### config.mk
export PLATFORM = sky130hd
export DESIGN_NAME = ext_mem_burst_master
export DESIGN_NICKNAME = d
export VERILOG_FILES = /design/src/rtl/ext_mem_pkg.sv /design/src/rtl/ext_mem_rd_pipe.sv /design/src/rtl/ext_mem_burst_master.sv
export SDC_FILE = /design/constraint.sdc
export NUM_CORES = 1
export LEC_CHECK = 0
export ABC_AREA = 1
export ABC_CLOCK_PERIOD_IN_PS = 1100
export BUFFER_PORTS_ARGS = -buffer_cell sky130_fd_sc_hd__buf_2
export CORE_MARGIN = 2
export CORE_UTILIZATION = 45
export DETAILED_ROUTE_END_ITERATION = 16
export PLACE_DENSITY = 0.82
export SETUP_SLACK_MARGIN = 0.02
export SYNTH_ARGS = -nofsm -noshare
export SYNTH_HDL_FRONTEND = slang
export SYNTH_SLANG_ARGS = --single-unit
### constraint.sdc
create_clock -name clk -period 1.1 [get_ports clk]
set_clock_uncertainty 0.05 [all_clocks]
set_input_delay 0 -clock clk [delete_from_list [all_inputs] [get_ports clk]]
set_output_delay 0 -clock clk [all_outputs]
set_load 0.02 [all_outputs]
### src/rtl/ext_mem_pkg.sv
// Shared types for the external data-memory burst master: FSM encoding,
// read-pipe tag layout and the memory read latency seen at the master.
package ext_mem_pkg;

    typedef enum logic [1:0] {
        IDLE  = 2'd0,
        WR    = 2'd1,
        RD    = 2'd2,
        DRAIN = 2'd3
    } state_t;

    // Cycles from a read's chip-select cycle to rd_valid at the core side.
    localparam int RD_LAT = 3;

    typedef struct packed {
        logic valid;
        logic last;
    } rd_tag_t;

endpackage

### src/rtl/ext_mem_rd_pipe.sv
// Read return pipe: tags each issued read and captures memory data only when
// a tagged word reaches the end of the pipe.
module ext_mem_rd_pipe
    import ext_mem_pkg::*;
#(
    parameter int DMD_SIZE = 4
) (
    input  logic                clk,
    input  logic                rst_n,
    input  logic                issue,
    input  logic                issue_last,
    input  logic [DMD_SIZE-1:0] mem_data,
    output logic                rd_valid,
    output logic [DMD_SIZE-1:0] rd_data,
    output logic                rd_last,
    output logic                empty
);

    // tag[0] lines up with the cycle chip select is driven for that read.
    rd_tag_t tag [RD_LAT];

    always_ff @(posedge clk or negedge rst_n) begin
        if (!rst_n) begin
            for (int i = 0; i < RD_LAT; i++) begin
                tag[i] <= '0;
            end
            rd_valid <= 1'b0;
            rd_data  <= '0;
            rd_last  <= 1'b0;
        end else begin
            tag[0] <= {issue, issue & issue_last};
            for (int i = 1; i < RD_LAT; i++) begin
                tag[i] <= tag[i-1];
            end
            rd_valid <= tag[RD_LAT-1].valid;
            rd_last  <= tag[RD_LAT-1].valid & tag[RD_LAT-1].last;
            if (tag[RD_LAT-1].valid) begin
                rd_data <= mem_data;
            end
        end
    end

    always_comb begin
        empty = 1'b1;
        for (int i = 0; i < RD_LAT; i++) begin
            if (tag[i].valid) begin
                empty = 1'b0;
            end
        end
    end

endmodule

### src/rtl/ext_mem_burst_master.sv
// Burst initiator for the external data memory port: accepts one read or
// write burst command and owns every memory-side strobe.
module ext_mem_burst_master
    import ext_mem_pkg::*;
#(
    parameter int DMA_SIZE = 3,
    parameter int DMD_SIZE = 4
) (
    input  logic                clk,
    input  logic                rst_n,
    input  logic                req_valid,
    output logic                req_ready,
    input  logic                req_wr,
    input  logic [DMA_SIZE-1:0] req_add,
    input  logic [DMA_SIZE-1:0] req_len,
    input  logic                wr_valid,
    output logic                wr_ready,
    input  logic [DMD_SIZE-1:0] wr_data,
    output logic                rd_valid,
    output logic [DMD_SIZE-1:0] rd_data,
    output logic                rd_last,
    output logic                done,
    output logic                ps_dm_cslt,
    output logic                ps_dm_wrb,
    output logic [DMA_SIZE-1:0] dg_dm_add,
    output logic [DMD_SIZE-1:0] bc_dt,
    input  logic [DMD_SIZE-1:0] dm_bc_dt
);

    // Handshakes: a command moves on req_valid&req_ready, a write word on
    // wr_valid&wr_ready, both sampled at posedge; rd_valid has no backpressure.
    state_t              state;
    state_t              state_nx;
    logic [DMA_SIZE-1:0] add_cnt;
    logic [DMA_SIZE-1:0] beat_cnt;
    logic                wr_beat;
    logic                rd_beat;
    logic                last_beat;
    logic                pipe_empty;

    assign req_ready = (state == IDLE);
    assign wr_ready  = (state == WR);

    always_comb begin
        state_nx  = state;
        wr_beat   = 1'b0;
        rd_beat   = 1'b0;
        last_beat = (beat_cnt == '0);
        case (state)
            IDLE: begin
                if (req_valid) begin
                    state_nx = req_wr ? WR : RD;
                end
            end
            WR: begin
                wr_beat = wr_valid;
                if (wr_valid && last_beat) begin
                    state_nx = DRAIN;
                end
            end
            RD: begin
                rd_beat = 1'b1;
                if (last_beat) begin
                    state_nx = DRAIN;
                end
            end
            DRAIN: begin
                // Retired once the final strobe has gone out and no read is in flight.
                if (!ps_dm_cslt && pipe_empty) begin
                    state_nx = IDLE;
                end
            end
            default: state_nx = IDLE;
        endcase
    end

    always_ff @(posedge clk or negedge rst_n) begin
        if (!rst_n) begin
            state      <= IDLE;
            add_cnt    <= '0;
            beat_cnt   <= '0;
            ps_dm_cslt <= 1'b0;
            ps_dm_wrb  <= 1'b0;
            dg_dm_add  <= '0;
            bc_dt      <= '0;
            done       <= 1'b0;
        end else begin
            state      <= state_nx;
            done       <= (state == DRAIN) && (state_nx == IDLE);
            ps_dm_cslt <= wr_beat | rd_beat;
            ps_dm_wrb  <= wr_beat;
            if (state == IDLE && req_valid) begin
                add_cnt  <= req_add;
                beat_cnt <= req_len;
            end
            if (wr_beat || rd_beat) begin
                dg_dm_add <= add_cnt;
                add_cnt   <= add_cnt + 1'b1;
                beat_cnt  <= beat_cnt - 1'b1;
            end
            if (wr_beat) begin
                bc_dt <= wr_data;
            end
        end
    end

    ext_mem_rd_pipe #(
        .DMD_SIZE(DMD_SIZE)
    ) u_rd_pipe (
        .clk       (clk),
        .rst_n     (rst_n),
        .issue     (rd_beat),
        .issue_last(last_beat),
        .mem_data  (dm_bc_dt),
        .rd_valid  (rd_valid),
        .rd_data   (rd_data),
        .rd_last   (rd_last),
        .empty     (pipe_empty)
    );

endmodule

=== After elaboration in Yosys (flattened, before gate mapping) ===
Index checks and enable logic that the tools add are counted.

* Memories kept: 0
* Register bits after elaboration: 30
* Memory bits (read-only): 0
* RAM bits: 0
* Bits in latches: 0

* Reduce and logical (&&, ||, !) cells: 10
* Divide/modulo/power cells: 0
* Equality and inequality tests: 3
* $mul: 0
* Mux-type cells: 15
* Shift-type cells: 0
* Magnitude comparators: 0
* Bitwise gates (word level): 3
* Add/subtract/negate cells: 2

{| class="wikitable"
|+ Operators by type and width
! kind !! number
|-
| 3-bit two-way mux || 4
|-
| 2-bit two-way mux || 5
|-
| 2-bit one-hot mux with 4 select lines || 1
|-
| 1-bit two-way mux || 5
|-
| 2-bit == test, second input constant || 2
|-
| 1-bit logical AND || 4
|-
| 2-bit zero test || 2
|-
| 3-bit by 1-bit adder with 3-bit output, second input constant || 1
|-
| 3-bit zero test || 1
|-
| 3-bit by 1-bit subtractor with 3-bit output, second input constant || 1
|-
| 1-bit AND || 2
|-
| 2-bit by 1-bit == test with 1-bit output, second input constant || 1
|-
| 2-bit nonzero test || 1
|-
| 1-bit zero test || 1
|-
| 1-bit logical OR || 1
|-
| 1-bit OR || 1
|}

=== Longest topological paths before layout ===
Gate-level depths: netlist (run 1).

* Word-level depth: 8
* Gate-level depth with buffers: 7
* Mapped depth without buffers: 7

=== Modules after synthesis ===
A second synthesis (run 1) with hierarchy kept.

* Cell total of the unflattened synthesis: 143
* Area, all modules: 1285.0 um^2

{| class="wikitable"
|+ By module, submodules not included
! module !! cells each !! sequential area each (um^2) !! times used !! area an instance (um^2)
|-
| ext_mem_burst_master || 111 || 450.4 || 1 || 909.6
|-
| ext_mem_rd_pipe || 32 || 300.3 || 1 || 375.4
|}

=== Worst setup path after synthesis (run 1) ===
No wires, ideal clock.

* Path type: reg-to-reg
* Start point: register state[1]
* End point: register add_cnt[1]
* Required time: 0.929 ns
* Setup time: 0.121 ns
* Data arrival time: 1.047 ns
* Setup slack: -0.117 ns
* Buffers on the path: 0
* Clock period less this slack: 1.217 ns
* Cell stages (with the launch flop): 7
* Cells stage by stage: dfrtp_1 -> nor2_4 -> nand2_2 -> inv_1 -> nor2_4 -> nand2_1 -> nand2_1

* Elaborated cells on any way between the ends: 9
* Those cells by class: eq/ne (2); mux (3); reduce/logical (4)

{| class="wikitable"
|+ RTL lines
! element !! RTL line !! text
|-
| start: declaration || ext_mem_burst_master.sv:32 || <nowiki>state_t state;</nowiki>
|-
| start signal: assignment || ext_mem_burst_master.sv:88 || <nowiki>state <= state_nx;</nowiki>
|-
| 2-bit zero test || - ||
|-
| via req_ready || ext_mem_burst_master.sv:12 || <nowiki>output logic req_ready,</nowiki>
|-
| 1-bit logical AND || ext_mem_burst_master.sv:92 || <nowiki>if (state == IDLE && req_valid) begin</nowiki>
|-
| 2-bit nonzero test (no source line) || - ||
|-
| end signal: assignment || ext_mem_burst_master.sv:93 || <nowiki>add_cnt <= req_add;</nowiki>
|-
| end signal: assignment || ext_mem_burst_master.sv:98 || <nowiki>add_cnt <= add_cnt + 1'b1;</nowiki>
|-
| end: declaration || ext_mem_burst_master.sv:34 || <nowiki>logic [DMA_SIZE-1:0] add_cnt;</nowiki>
|}

The timed path passes the listed nets, and every way through them passes these cells.
A chain may end at the register's enable or synchronous reset.

=== Final worst setup path (run 1) ===
* Start point: register state[1]
* End point: output port wr_ready

* Word-level cells in the longest chain between the ends: 1

{| class="wikitable"
|+ Ends and longest elaborated chain
! element !! RTL line !! text
|-
| 2-bit by 1-bit == test with 1-bit output || ext_mem_burst_master.sv:42 || <nowiki>assign wr_ready = (state == WR);</nowiki>
|-
| end: declaration || ext_mem_burst_master.sv:17 || <nowiki>output logic wr_ready,</nowiki>
|}

No other way between the ends.

==> flow_summary.ini, run 1 <==
[timing]
setup_tns_ns = -1.521
hold_viol = 0
setup_ws_ns = -0.1353
tightest_slew_ns = 0.6518
max_slew_margin_pct = 56.55
setup_viol = 18
holdWs_ns = 0.05572
period_needed_ns = 1.235
rsz0062_at_grt = yes
period_share_pct = 112.3
drv_slew = 0
timing.fmax_mhz = 809.5

[clocking]
cts-root-buf = clkbuf_4
cts_sinks = 30
h-tree-depth = 2
clock_latency_ns = 0.33
cts_made_buffers = 5
cts_tree = built
path_clk_slew_ns = 0.08
clk_path_buf_depth = 2

[pwr]
combinationalPowerShare_pct = 51.5
p_int_uw = 2960
peakVddDrop_v = 0.002062
powerDensity_nw_per_um2 = 2667
clock_power_share_pct = 13.1
swShare_pct = 42.84
p_leak_uw = 0.001050
seqPwrFrac_pct = 35.4
p_sw_uw = 2218

[setup_path]
crit_arrival_ns = 1.19
cp-end-kind = output port
r2r_cells = 6
crit_path_start_kind = flop
reg2reg_to = beat_cnt[2]
endpoint = wr_ready
cp-startpoint = state[1]
required_ns = 1.05
worstSetupPathType = reg2out
r2r_start = state[1]
r2r_slack_ns = -0.13
cp_max_fo = 4

[synth]
ys_warn_count = 0
synthCells = 128
avgSynthCellArea_sq_um = 9.755
synth_area_sq_um = 1249
synth-seq-cells = 30
syn_nets = 150
yosysSeqAreaShare_pct = 60.12
async_flop_share_pct = 100.0
synthTopCellsByArea = dfrtp_1, nand2_1, inv_1
yosys.cell_types.count = 17
synth.largest_area_cell = dfrtp_1
ys_top_cells_by_count = nand2_1, dfrtp_1, inv_1, nor2_1, a21oi_1
synthMostInstantiatedCell = nand2_1
synth_edf_count = 0
yosysTopAreaCellShare_pct = 60.12
synthFlopType = dfrtp_1

[route]
routedWlPerCell_um = 14.94
drt_first_pass_iters = 4
viasPerCell = 4.948
detail-route-antenna-nets = 0
drc = 0
drtIter0Drc = 42
wl_um = 3482
num_vias = 1153

[cells_and_area]
areaGrowthSynthToFinish_pct = 55.51
nNetsFinal = 223
num_antenna_cells = 0
drive_above_1_share_pct = 46.04
n_fill_cell = 168

[floorplan]
ios = 37
die_h_um = 56.68
core_sq_um = 2686
start_util_pct = 46.48
dieArea_sq_um = 3212
rows = 19
die_width_um = 56.68

[grt]
grt_max_degree = 31
track_usage_pct = 22.70
grt_pass1_vias = 1177
grt_pass1_wl_um = 5319
gr-total-overflow = 0
antenna_found_initial = 0

[placement]
detailed_place_hpwl_um = 1988
portBuffers = 36
place.gp.congestion = 0.9140

[outcome]
status = finished with violations
violations = negative setup slack

[run]
cap_viol_max_count = 0

[min_path]
hold_class = in2reg
==> worst max-delay path, stage by stage (launching register included) <==
cell	delay, ns
dfrtp_2	0.47
buf_6	0.15
nor2_4	0.12
buf_6	0.12
==> metrics by stage <==
| stage | power (uW) | cells | utilization (%) | area (sq um) | worst slack (ns) |
|---|---|---|---|---|---|
| after detailed placement | 3851 | 203 | 57.38 | 1541 | -0.07825 |
| final | 5178 | 233 | 72.29 | 1942 | -0.1353 |
| after CTS | 4854 | 231 | 69.21 | 1859 | -0.08649 |
| after floorplan | 3077 | 128 | - | 1250 | -0.06562 |
| after global routing | 5533 | 233 | 72.29 | 1942 | -0.1811 |
| after global placement | 3748 | 203 | 57.38 | 1541 | -0.01316 |
==> routing by layer <==
layer / GRT usage (%) / vias to the layer above / routed length [um]
met4: 13.61 / 0 / 133
met5: 0 / - / 0
met2: 38.21 / 46 / 1819
li1: - / 546 / -
met3: 7.143 / 15 / 193
met1: 24.77 / 546 / 1334
==> power by group through the flow <==
| stage | Combinational, uW | Clock (uW) | Sequential, uW |
|---|---|---|---|
| finish | 2670 | 678 | 1830 |
| global route | 2910 | 743 | 1880 |
| detailed placement | 2040 | 0 | 1810 |
| global placement | 1960 | 0 | 1780 |
| CTS | 2350 | 699 | 1800 |
| floorplan | 989 | 0 | 2090 |
==> layout by cell type, fill, tap and decap left out, types with 2 or more instances in the layout <==
cell	count
a21oi_1	3
a21oi_2	3
buf_2	34
buf_4	4
buf_6	10
clkbuf_4	5
dfrtp_1	27
dfrtp_2	3
dlygate4sd3_1	17
ha_1	3
inv_1	11
inv_2	4
mux2_2	3
nand2_1	35
nand2_2	8
nand2_4	3
nand3_2	4
nor2_1	5
nor2_4	3
o21ai_1	2
xnor2_1	2
==> layout make-up <==
class / instances / area [sq um] / area share [%]
clock inverters: 1 / 5.005 / 0.2577
inverters: 17 / 73.82 / 3.802
flip-flops and latches: 30 / 754.5 / 38.85
repair buffers: 65 / 483.0 / 24.87
multi-input cells: 82 / 531.8 / 27.38
well taps: 31 / 38.79 / 1.997
clock buffers: 7 / 55.05 / 2.835
==> registers in the layout (all words and copies together), names as in the netlist <==
| signal | count |
|---|---|
| bc_dt | 4 |
| u_rd_pipe.rd_last | 1 |
| u_rd_pipe.rd_valid | 1 |
| dg_dm_add | 3 |
| u_rd_pipe.tag | 6 |
| ps_dm_wrb | 1 |
| add_cnt | 3 |
| u_rd_pipe.rd_data | 4 |
| state | 2 |
| beat_cnt | 3 |
| done | 1 |
| ps_dm_cslt | 1 |
==> timing repair <==
action                                 in CTS  in global routing
hold buffers                               17                  0
gates resized for setup                    22                 22
setup endpoints to repair                  17                 23
buffers inserted                            3                  2
pin swaps                                   8                  8
endpoints found under the hold margin      47                  0
gates cloned                                0                  1
==> cell families (layout without fill, tap and decap cells) <==
| kind of cell | count (synthesis) | count (layout) | synth area share [%] |
|---|---|---|---|
| buffers and inverters | 17 | 90 | 5.311 |
| XOR/XNOR | 2 | 2 | 1.403 |
| AO/OA/AOI/OAI | 9 | 9 | 3.607 |
| multiplexers | 4 | 4 | 3.607 |
| flip-flops | 30 | 30 | 60.12 |
| adder cells (fa/ha/maj) | 3 | 3 | 3.006 |
| AND/OR/NAND/NOR | 63 | 64 | 22.95 |
==> worst min-delay path by stage <==
stage | from | end | slack [ns] | cells past startpoint
global placement | rst_n | ps_dm_wrb | 0.003 | 1
floorplan | rst_n | add_cnt[0] | -0.35 | 0
CTS | req_valid | state[0] | 0.008 | 5
detailed placement | rst_n | u_rd_pipe.tag[3] | 0.01 | 1
global route | req_valid | add_cnt[2] | 0.07 | 5
finish | req_valid | state[0] | 0.06 | 5
(Power assumes the default switching activity.)
==> run 2: changes to the inputs <==
--- a/config.mk
+++ b/config.mk
@@ -9,9 +9,10 @@
 export ABC_CLOCK_PERIOD_IN_PS = 1100
 export BUFFER_PORTS_ARGS = -buffer_cell sky130_fd_sc_hd__buf_2
 export CORE_MARGIN = 2
-export CORE_UTILIZATION = 45
+export CORE_UTILIZATION = 47
+export CTS_BUF_LIST = sky130_fd_sc_hd__clkbuf_8
 export DETAILED_ROUTE_END_ITERATION = 16
-export PLACE_DENSITY = 0.82
+export PLACE_DENSITY = 0.85
 export SETUP_SLACK_MARGIN = 0.02
 export SYNTH_ARGS = -nofsm -noshare
 export SYNTH_HDL_FRONTEND = slang
==> run 2 against run 1 <==
The flow still finishes with violations (negative setup slack). Cell count decreased by 1.7%. Register-to-register slack got worse by 0.02 ns. Critical path depth is 3 higher. Sequential cell count did not move. Sequential power about the same. Fmax down 0.90%. First-iteration DRC count shrank 52%. Combinational power is 2% lower. Global-route usage shrank 1.4 points. Hold slack worse by 0.045 ns.
==> flow_summary.ini, run 2 (synthesis results as in run 1) <==
[setup_path]
cpPeakStageDelay_ns = 0.47
reg2reg_to = beat_cnt[0]
crit_cells = 6
r2r_start = state[1]
cp-end-kind = flop
slowest_stage = dfrtp_2
cp_max_fo = 5
r2r_cells = 6
crit_path_start_kind = flop
worstPathCellList = nor2_4 -> buf_12 -> nand2_4 -> nand2_2 -> nand2_1 -> a21oi_1
r2r_slack_ns = -0.15
crit_arrival_ns = 1.40
critPathBufInv = 1
worstSetupPathType = reg2reg
critPathTopFamily = flip-flops
required_ns = 1.26

[cells_and_area]
instances_no_fill = 229
largest_reg_flops = 6
top_regs = u_rd_pipe.tag (6), bc_dt (4), u_rd_pipe.rd_data (4)
num_antenna_cells = 0
finalInstanceArea_sq_um = 1937
nNetsFinal = 220
areaGrowthSynthToFinish_pct = 55.11
drive_above_1_share_pct = 44.22
regMostFlops = u_rd_pipe.tag
n_fill_cell = 158
final_cell_mix = nand2_1, buf_2, dfrtp_1
layout_commonest_cell = nand2_1

[pwr]
powerDensity_nw_per_um2 = 2749
p_leak_uw = 0.001064
total_power_uw = 5324
peakVddDrop_v = 0.002002

[floorplan]
core_sq_um = 2500
rows = 18
die_h_um = 55.55
dieArea_sq_um = 3085
ios = 37
start_util_pct = 49.95
die_width_um = 55.55

[timing]
setup_viol = 17
rsz0062_at_grt = yes
max_slew_margin_pct = 73.28
tightest_slew_ns = 0.4008
setup_ws_ns = -0.1465
drv_slew = 0
timing.fmax_mhz = 802.2
hold_viol = 0
period_needed_ns = 1.247
period_share_pct = 113.3
holdWs_ns = 0.01072

[clocking]
cts_tree = built
clk_path_buf_depth = 2
cts-root-buf = clkbuf_8
clock_latency_ns = 0.29
h-tree-depth = 2
cts_made_buffers = 5
cts_sinks = 30
path_clk_slew_ns = 0.06

[grt]
gr-total-overflow = 0
grt_pass1_vias = 1085
grt_pass1_wl_um = 4899
antenna_found_initial = 0
grt_max_degree = 20
track_usage_pct = 21.34

[placement]
place.gp.congestion = 0.8181
detailed_place_hpwl_um = 1964
dpl.cell_count = 203
place_area_sq_um = 1548
portBuffers = 36

[route]
wl_um = 3157
viasPerCell = 4.926
drt_first_pass_iters = 4
num_vias = 1128
routedWlPerCell_um = 13.79
detail-route-antenna-nets = 0
drc = 0
drtIter0Drc = 20

[outcome]
status = finished with violations
violations = negative setup slack

[min_path]
hold_class = in2reg
min_to = add_cnt[2]
min_from = req_add[2]
hold_depth = 5

[run]
cap_viol_max_count = 0
==> run 2: cell count changes in the layout (fill, tap and decap cells not counted), sizes merged <==
cell,delta
clkbuf,-1
dlygate4sd3,-5
inv,+1
buf,+2
==> run 2: area by class of cell <==
type | count | area [sq um] | area share, %
Multi-Input combinational cell | 82 | 520.5 | 26.87
Clock inverter | 2 | 8.758 | 0.4522
Tap cell | 30 | 37.54 | 1.938
Sequential cell | 30 | 753.2 | 38.89
Timing Repair Buffer | 62 | 457.9 | 23.64
Inverter | 17 | 76.32 | 3.941
Clock buffer | 6 | 82.58 | 4.264
==> run 2: per-stage QoR <==
| step | utilization (%) | setup slack [ns] | setup TNS, ns |
|---|---|---|---|
| 2_1_floorplan | - | -0.06562 | -0.3181 |
| 3_3_place_gp | 61.91 | -0.01746 | -0.04410 |
| 3_5_place_dp | 61.91 | -0.1020 | -0.5397 |
| 4_1_cts | 74.42 | -0.07911 | -0.8539 |
| 5_1_grt | 77.48 | -0.1933 | -2.156 |
| 6_report | 77.48 | -0.1465 | -1.187 |
==> run 2: worst max path at each step <==
stage / startpoint / end / slack (ns)
4_1_cts: state[1] / add_cnt[2] / -0.08
5_1_grt: state[1] / add_cnt[0] / -0.19
2_1_floorplan: state[0] / add_cnt[1] / -0.07
3_5_place_dp: state[0] / state[0] / -0.10
6_report: state[1] / beat_cnt[0] / -0.15
3_3_place_gp: state[1] / beat_cnt[2] / -0.02
==> run 2: where the power goes <==
| group | switching (uW) | internal, uW |
|---|---|---|
| clock | 402 | 494 |
| sequential | 295 | 1530 |
| combinational | 1480 | 1130 |
| total | 2180 | 3150 |
==> run 2: per-layer routing <==
metal  share of wire [%]  track usage, %
met1                  36           23.77
met2                  55           36.56
met3                 6.5           7.963
met4                 2.4           8.711
met5                   0               0
==> run 2: worst register-to-register path, cell delays in order, from the launching register on <==
cell and delay (ns):
dfrtp_2 0.47, nor2_4 0.14, buf_12 0.12, nand2_4 0.08, nand2_2 0.08, nand2_1 0.07
a21oi_1 0.15
==> run 2: repair_timing <==
item / CTS / global route
setup endpoints to repair: 18 / 18
pin swaps: 5 / 9
gates resized for setup: 21 / 14
setup buffers: 2 / 3
cloned: 0 / 1
hold buffers: 12 / 0
endpoints found under the hold margin: 41 / 0
